<file path="src/rtl/qupls_rb_encode_trace.sv">
// Commit-side re-encoder: architectural register numbers back to instruction register fields, buffered for the trace port.
// Optional stale-alias mode check enabled by defining QUPLS_RBENC_MODECHK_EN.
module qupls_rb_encode_trace #(
    parameter int DEPTH = 8,
    parameter int CNTW  = 16
) (
    input  logic            rst,
    input  logic            clk,
    input  logic            in_v,
    input  logic [1:0]      in_om,
    input  logic [8:0]      in_areg,
    output logic            out_v,
    input  logic            out_rdy,
    output logic [5:0]      out_fld,
    output logic            out_regx,
    output logic            out_sp,
    output logic [1:0]      out_om,
    output logic            out_err,
    output logic            full,
    output logic [CNTW-1:0] drops
);

    localparam int AW = $clog2(DEPTH);

    typedef struct packed {
        logic       err;
        logic [1:0] om;
        logic       sp;
        logic       regx;
        logic [5:0] fld;
    } rec_t;

    rec_t          enc;
    rec_t          cap_rec;
    logic          cap_v;
    rec_t          mem [DEPTH];
    rec_t          head;
    logic [AW:0]   wr_ptr;
    logic [AW:0]   rd_ptr;
    logic          empty;
    logic          push;
    logic          pop;
    logic          drop;

    // SP alias (65..68) takes priority over the extended-bank x1..x4 encoding
    always_comb begin
        enc      = '0;
        enc.om   = in_om;
        enc.fld  = in_areg[5:0];
        if (in_areg >= 9'd65 && in_areg <= 9'd68) begin
            enc.fld = 6'd63;
            enc.sp  = 1'b1;
            enc.om  = in_areg[1:0] - 2'd1;
`ifdef QUPLS_RBENC_MODECHK_EN
            enc.err = (enc.om != in_om);
`endif
        end else if (in_areg <= 9'd62) begin
            enc.regx = 1'b0;
        end else if (in_areg == 9'd63) begin
            enc.err = 1'b1;
        end else if (in_areg <= 9'd127) begin
            enc.regx = 1'b1;
        end else begin
            enc.err  = 1'b1;
            enc.regx = in_areg[6];
        end
    end

    always_ff @(posedge clk or posedge rst) begin
        if (rst) begin
            cap_v   <= 1'b0;
            cap_rec <= '0;
        end else begin
            cap_v   <= in_v;
            cap_rec <= enc;
        end
    end

    assign empty = (wr_ptr == rd_ptr);
    assign full  = (wr_ptr[AW] != rd_ptr[AW]) && (wr_ptr[AW-1:0] == rd_ptr[AW-1:0]);
    assign out_v = !empty;
    assign pop   = out_v && out_rdy;
    assign push  = cap_v && (!full || pop);
    assign drop  = cap_v && full && !pop;

    always_ff @(posedge clk or posedge rst) begin
        if (rst) begin
            wr_ptr <= '0;
            rd_ptr <= '0;
            drops  <= '0;
        end else begin
            if (push)
                wr_ptr <= wr_ptr + 1'b1;
            if (pop)
                rd_ptr <= rd_ptr + 1'b1;
            if (drop && drops != {CNTW{1'b1}})
                drops <= drops + CNTW'(1);
        end
    end

    // Storage needs no reset: contents are invisible while the FIFO is empty
    always_ff @(posedge clk) begin
        if (push)
            mem[wr_ptr[AW-1:0]] <= cap_rec;
    end

    assign head     = out_v ? mem[rd_ptr[AW-1:0]] : '0;
    assign out_fld  = head.fld;
    assign out_regx = head.regx;
    assign out_sp   = head.sp;
    assign out_om   = head.om;
    assign out_err  = head.err;

endmodule
</file>
<file path="config.mk">
export PLATFORM = sky130hd
export DESIGN_NAME = qupls_rb_encode_trace
export DESIGN_NICKNAME = d
export VERILOG_FILES = /design/src/rtl/qupls_rb_encode_trace.sv
export SDC_FILE = /design/constraint.sdc
export NUM_CORES = 1
export LEC_CHECK = 0
export ABC_CLOCK_PERIOD_IN_PS = 2650
export CAP_MARGIN = 5
export CORE_ASPECT_RATIO = 2
export CORE_UTILIZATION = 50
export CTS_CLUSTER_DIAMETER = 60
export DETAILED_ROUTE_END_ITERATION = 12
export DONT_BUFFER_PORTS = 1
export GPL_TIMING_DRIVEN = 0
export PLACE_DENSITY_LB_ADDON = 0.3
export SETUP_SLACK_MARGIN = 0.02
export SYNTH_ARGS = -nofsm -noshare
export SYNTH_HDL_FRONTEND = slang
export SYNTH_SLANG_ARGS = --single-unit
</file>
<file path="constraint.sdc">
create_clock -name clk -period 2.65 [get_ports clk]
set_input_delay 0.53 -clock clk [delete_from_list [all_inputs] [get_ports clk]]
set_output_delay 0.53 -clock clk [all_outputs]
set_load 0.01 [all_outputs]
</file>
== After elaboration in Yosys (flattened, before gate mapping) ==
Memory sizes are Yosys's and may differ from the RTL's.
Index checks and enable logic that the tools add are counted.
Cells by class
  $add $sub $neg: 4
  magnitude comparators: 4
  equal/unequal tests: 5
  mux-type cells: 13
  reductions and logical operators: 11
Operators with widths (count)
  <= comparator 9 x 7 -> 1 bit (second input constant): 2
  adder 16 x 1 -> 16 bit (second input constant): 1
  != test 16 bit (second input constant): 1
  2-to-1 mux 11 bit: 1
  2-to-1 mux 1 bit: 10
  equality test 9 x 6 -> 1 bit (second input constant): 1
  >= comparator 9 x 7 -> 1 bit (second input constant): 1
  <= comparator 9 x 6 -> 1 bit (second input constant): 1
  adder 4 x 1 -> 4 bit (second input constant): 2
  logical AND 1 bit: 7
  2-to-1 mux 6 bit: 1
  equality test 4 bit: 1
  equality test 3 bit: 1
  logical NOT 1 bit: 3
  2-to-1 mux 3 bit: 1
  subtractor 2 x 1 -> 2 bit (second input constant): 1
  logical OR 1 bit: 1
  != test 1 bit: 1
Word-level totals
  bits in registers: 36
  memory bits (writable): 88
  bits of input ports: 15
  output and inout bits: 29
  word-level logic and storage cells: 47
  memories kept: 1
Memories
  mem: depth 8, bits a word 11, rd ports 1, clocked after memory_dff 0, wr ports 1, RTL line 36  | rec_t mem [DEPTH];

== Logic depth before layout (Yosys ltp) ==
Gate-level depths: netlist of the first run.
  word-level depth: 7
  mapped depth: 7
  depth with buffers taken out: 6

== Worst setup path after synthesis of the first run ==
Ideal clock, no wire load.
  path kind: input -> register
  from: input out_rdy
  to: memory mem[0][0] (netlist name), enable pin
  library setup time: 408 ps
  data arrival time: 2062 ps
  data required time: 2242 ps
  path slack: 180 ps
  stages: 3
  buffers on the path: 1
  cells stage by stage: clkbuf_1 > o21ai_1 > nor4_1
Between the ends
  longest elaborated chain between the ends: 5
Ends and longest elaborated chain
  start, declared: RTL line 13  | input logic out_rdy,
  logical AND 1 bit: RTL line 82  | assign pop = out_v && out_rdy;
  logical OR 1 bit: RTL line 83  | assign push = cap_v && (!full || pop);
  logical AND 1 bit: RTL line 83
  2-to-1 mux 1 bit: RTL line 103  | if (push)
  2-to-1 mux 1 bit (not written as such): RTL line 104  | mem[wr_ptr[AW-1:0]] <= cap_rec;
  end, declared: RTL line 36
No other way between the ends.

== Worst setup path after layout of the first run ==
  from: register rd_ptr[1]
  to: output out_regx
Between the ends
  longest elaborated chain between the ends: 2
  elaborated cells between the ends (all ways): 3
  those cells by class: eq/ne: 1; mux: 1; memory: 1
Ends and longest elaborated chain
  start, declared: RTL line 39  | logic [AW:0] rd_ptr;
  start signal, assigned: RTL line 95  | rd_ptr <= rd_ptr + 1'b1;
  memory read (8 x 11 bit) / equality test 4 bit (equally long branches)
  2-to-1 mux 11 bit *: RTL line 107  | assign head = out_v ? mem[rd_ptr[AW-1:0]] : '0;
  end, declared: RTL line 15  | output logic out_regx,
Every way passes the cells marked *; elsewhere a longest branch is shown, timed or not.

==> results.toml, run 1 <==
[grt]
grt_overflow_total = 0
grt_pass1_vias = 3025
antenna_found_initial = 0
grt_pass1_wl_um = 16800
grt_max_degree = 37
grt_util_all_layers = 0.224

[power]
leakage_nw = 2.25
powerDensity_nw_per_um2 = 1070
peakVddDrop_mv = 0.831

[floorplanning]
start_util = 0.518
dieArea_sq_um = 11000
die_w_um = 74.5
io_pins = 44
row_count = 52
fp.dieH_um = 147
coreArea_sq_um = 10100

[synth]
async_flop_share = 0.290
synth_edf_count = 88
yosysTopAreaCell = "edfxtp_1"
ys.flop_type = "edfxtp_1"
synth_warnings = 0
synth_area_leaders = "edfxtp_1 50%, dfrtp_1 17%, mux4_2 9.0%"
avgSynthCellArea_sq_um = 16.7
synth.top_cell.area_share = 0.503
syn_nets = 335
postSynthCellCount = 314
ys_seq_area_frac = 0.674
ys_seq_elements = 124
syn-cell-area_sq_um = 5260
synth_cell_types = 38

[clock_network]
clk_pin_slew_worst_paths_ps = 50
cts-root-buf = "clkbuf_16"
post-cts-setup-buffers = 0
cts_num_sinks = 124
htreeDepth = 4
ctsHoldBuffers = 0
clk_latency_ps = 420
clock_path_buffers = 2
cts_buffers = 17
cts_tree = "done"

[route]
wl_per_cell_um = 21.9
vias = 2794
vias_per_cell = 5.75
drt_iter0_drc = 205
wl_um = 10700
drc = 0
final_antenna_net_count = 0
dr.pass1.iters = 6

[worst_setup_path]
endpoint_kind = "output port"
arrival_ps = 1990
setup.worst_path.class = "reg2out"
r2r_slack_ps = 240
crit_path_max_fanout = 10
cp_data_required_time_ps = 2120
critPathLaunchType = "flip-flop"

[final_layout]
synthToLayoutAreaGrowth_pct = 15.4
fin_nets = 359
antenna_cells = 0
final_layout_size_suffix_gt1_frac = 0.285

[sta]
timing.setup.tns_ps = 0
hold_viol = 0
post-route-period-util = 0.952
slew_headroom = 0.406
drv_slew = 0
skew_ps = 8.15
fin_crit_ps = 2520
rsz0062_at_grt = "no"
setup_viol = 0
worst_pin_slew_ps = 883
fin_ws_ps = 126
max_freq_mhz = 396

[hold_path]
min-delay-path-class = "in2async"

[placement]
place_ws_ps = -202
port_buffers = 0
globalplace.congestion = 0.816
hpwl_um = 7330

[run]
drv_cap = 0

[run_status]
outcome = "complete, no violations"
## worst max-delay path, stage by stage, from the launching register on
cell and delay (ps):
dfrtp_1 350, buf_2 220, clkbuf_2 350, mux4_2 370
mux2i_1 170, nor2_1 110
## Yosys cell counts (all sizes together) (3+ instances only)
cell type  count
nand3          8
mux4          22
buf           12
xnor2         10
and4           3
xor2          12
nand2         15
mux2           7
ha             6
o211ai         3
o21ai          5
nor3           6
mux2i         11
nand2b         7
clkbuf         6
and3           3
inv            8
nand4          8
dfrtp         36
nor2          15
nor4          15
edfxtp        88
## cell usage in the layout, fill, tap and decap left out, types with 5 or more instances in the layout
cell type and instances:
nor4_2 7, mux2i_1 11, nand2_1 15, clkbuf_16 17
buf_6 8, nor2_1 13, nor4_1 7, clkinv_2 5
xor2_1 12, clkinvlp_4 5, dfrtp_1 36, nand2b_1 7
nand3_1 8, mux4_2 21, xnor2_1 7, inv_1 7
nand4_1 7, buf_2 6, edfxtp_1 88, ha_1 6
mux2_2 7
## flip-flops by register name, summed over array words and instances, names as in the netlist
register,cells
mem,88
cap_rec,11
drops,16
cap_v,1
rd_ptr,4
wr_ptr,4
## what timing repair did
item | 4_1_cts | 5_1_grt
hold endpoints to repair | 0 | 0
endpoints found under the setup margin | 33 | 21
resized for setup | 7 | 7
## routing by layer
layer,GRT usage,vias up,wire (um)
met4,0.0811,0,217
met5,0,-,0
met2,0.398,84,6190
met3,0.0706,22,449
met1,0.240,1434,3800
li1,-,1254,-
## cell type report
class                      instances  area [sq um]
clock inverter                    15           101
timing repair buffer               5          52.6
inverter                           8          30.0
buffer                            18           141
fill                             791          4080
sequential                       124          3540
tap                              135           169
clock buffer                      17           425
multi-input combinational        164          1600
## power breakdown
part	switching, mW	internal [mW]
clock network	0.845	1.19
registers	0.126	2.39
logic	1.10	0.842
## stage by stage
stage / area [sq um] / utilization / total power [mW] / instances / hold WS (ps)
2_1_floorplan: 5260 / - / 3.99 / 314 / 464
3_3_place_gp: 5430 / 0.535 / 4.37 / 449 / 481
4_1_cts: 6040 / 0.596 / 6.54 / 486 / 131
5_1_grt: 6070 / 0.598 / 6.80 / 486 / 126
6_report: 6070 / 0.598 / 6.49 / 486 / 140
3_5_place_dp: 5500 / 0.542 / 4.49 / 454 / 493
## cells by family (layout without fill, tap and decap cells)
group / after synthesis / after routing / share of synthesized area
DFF: 124 / 124 / 0.674
and+or+nand+nor: 86 / 86 / 0.100
muxes: 40 / 40 / 0.131
buffers and inverters: 26 / 63 / 0.0276
xor gates and xnor gates: 22 / 22 / 0.0409
AOI/OAI and AO/OA: 10 / 10 / 0.0121
adders and majority gates: 6 / 6 / 0.0143
## final timing paths
kind,startpoint,end,cells after the start
max,rd_ptr[1],out_regx,5
min,rst,drops[1],1
max reg2reg,wr_ptr[0],mem[0][3],6
min reg2reg,wr_ptr[3],wr_ptr[3],1
max in group asynchronous,rst,cap_v,1
min in group clk,in_v,cap_v,0
Power figures use the tool's default switching activity.
==> run 2, diff against run 1 <==
- CAP_MARGIN: 5 -> unset
- GPL_TIMING_DRIVEN: 0 -> unset
==> results.toml, run 2 (synthesis results as in run 1) <==
[sta]
drv_slew = 0
holdWs_ps = 115
fin_crit_ps = 2490
setup_viol = 0
rsz0062_at_grt = "no"
post-route-period-util = 0.939
max_freq_mhz = 402
timing.setup.tns_ps = 0
hold_viol = 0
worst_pin_slew_ps = 804
slew_headroom = 0.464
skew_ps = 8.80

[placement]
hpwl_um = 6620
port_buffers = 0
globalplace.congestion = 0.775
place_inst = 446

[power]
switching_share = 0.286
clkPwrFrac = 0.354
pwr-share-comb = 0.246
p_int_mw = 4.72
seqPwrFrac = 0.400
leakage_nw = 2.26
power_mw = 6.60
peakVddDrop_mv = 0.602
powerDensity_nw_per_um2 = 1090
power_switching_mw = 1.89

[floorplanning]
die_w_um = 74.5
dieArea_sq_um = 11000
fp.dieH_um = 147
start_util = 0.518
io_pins = 44
coreArea_sq_um = 10100
row_count = 52

[worst_setup_path]
cp_data_required_time_ps = 2120
critPathLaunch = "rd_ptr[0]"
endpoint_kind = "output port"
path_depth = 4
path_cells = "buf_12 > mux4_1 > mux2i_1 > nor2_1"
slowest_stage = "mux4_1"
critPathCapture = "out_fld[0]"
crit_family = "multiplexers"
reg2reg_from = "drops[0]"
crit_path_max_fanout = 20
setup.worst_path.class = "reg2out"
critPathLaunchType = "flip-flop"
path_buf_inv = 1
worstReg2RegEnd = "drops[14]"
arrival_ps = 1960
critPathMaxStageDelay_ps = 570
reg2reg_depth = 5
r2r_slack_ps = 610

[route]
topRoutingLayerUsed = "met4"
dr.pass1.iters = 4
final_antenna_net_count = 0
drc = 0
met2_wirelength_um = 5900
vias_per_cell = 5.62
drt_iter0_drc = 197
wl_um = 9920
wl_per_cell_um = 20.7
met1_length_um = 3490
met3_length_um = 456
vias = 2686

[final_layout]
fin_nets = 351
final_layout_size_suffix_gt1_frac = 0.254
layout_commonest_cell = "edfxtp_1"
synthToLayoutAreaGrowth_pct = 15.2
largest_register_ff_count = 88
antenna_cells = 0
fillers = 789
final_cells = 478
final_cell_mix = "88 x edfxtp_1, 34 x dfrtp_1, 21 x mux4_2"

[clock_network]
ctsHoldBuffers = 0
cts_tree = "done"
post-cts-setup-buffers = 0
cts-root-buf = "clkbuf_16"
cts_resized = 1
clock_path_buffers = 2
htreeDepth = 4
cts_buffers = 17
clk_latency_ps = 410
cts_num_sinks = 124
clk_pin_slew_worst_paths_ps = 50

[run_status]
outcome = "complete, no violations"

[grt]
grt_util_all_layers = 0.209
grt_overflow_total = 0
grt_pass1_wl_um = 16000
grt_max_degree = 37
grt_pass1_vias = 2911
antenna_found_initial = 0

[run]
drv_cap = 0

[hold_path]
min-delay-path-class = "in2async"
[run 2: layout make-up]
type / instances / area, sq um / area share
Timing Repair Buffer: 15 / 125 / 0.0207
Sequential cell: 124 / 3550 / 0.586
Multi-Input combinational cell: 164 / 1580 / 0.261
Tap cell: 135 / 169 / 0.0279
Clock inverter: 8 / 114 / 0.0188
Clock buffer: 24 / 492 / 0.0812
Inverter: 8 / 30.0 / 0.00496
[run 2: worst min-delay path by stage]
stage | cells after the start | slack, ps | to
5_1_grt | 0 | 130 | cap_v
4_1_cts | 2 | 120 | drops[1]
3_3_place_gp | 1 | 480 | wr_ptr[3]
6_report | 2 | 110 | cap_rec[4]
2_1_floorplan | 1 | 460 | rd_ptr[3]
3_5_place_dp | 1 | 490 | wr_ptr[3]
[run 2: power by group through the flow]
stage / logic, mW / clock network, mW / registers [mW]
2_1_floorplan: 1.47 / 0 / 2.52
3_3_place_gp: 1.64 / 0 / 2.66
3_5_place_dp: 1.66 / 0 / 2.67
5_1_grt: 1.78 / 2.47 / 2.68
4_1_cts: 1.68 / 2.37 / 2.65
6_report: 1.62 / 2.34 / 2.64
[run 2: worst register-to-register path, delay by kind of cell (launching register included)]
kind | cells | cell delay, ps
and+or+nand+nor | 3 | 830
muxes | 1 | 370
DFF | 1 | 470
adders and majority gates | 1 | 260
[run 2: stage by stage]
| step | util | setup WS (ps) | instance area [sq um] |
|---|---|---|---|
| after floorplan | - | 180 | 5260 |
| after global placement | 0.537 | 470 | 5450 |
| after detailed placement | 0.537 | 449 | 5450 |
| after CTS | 0.597 | 94.1 | 6050 |
| after global routing | 0.597 | 59.7 | 6060 |
| final | 0.597 | 163 | 6060 |
[run 2: layer usage]
layer / vias up / GRT usage
li1: 1240 / -
met1: 1366 / 0.222
met2: 75 / 0.369
met3: 5 / 0.0686
met4: 0 / 0.0821
met5: - / 0
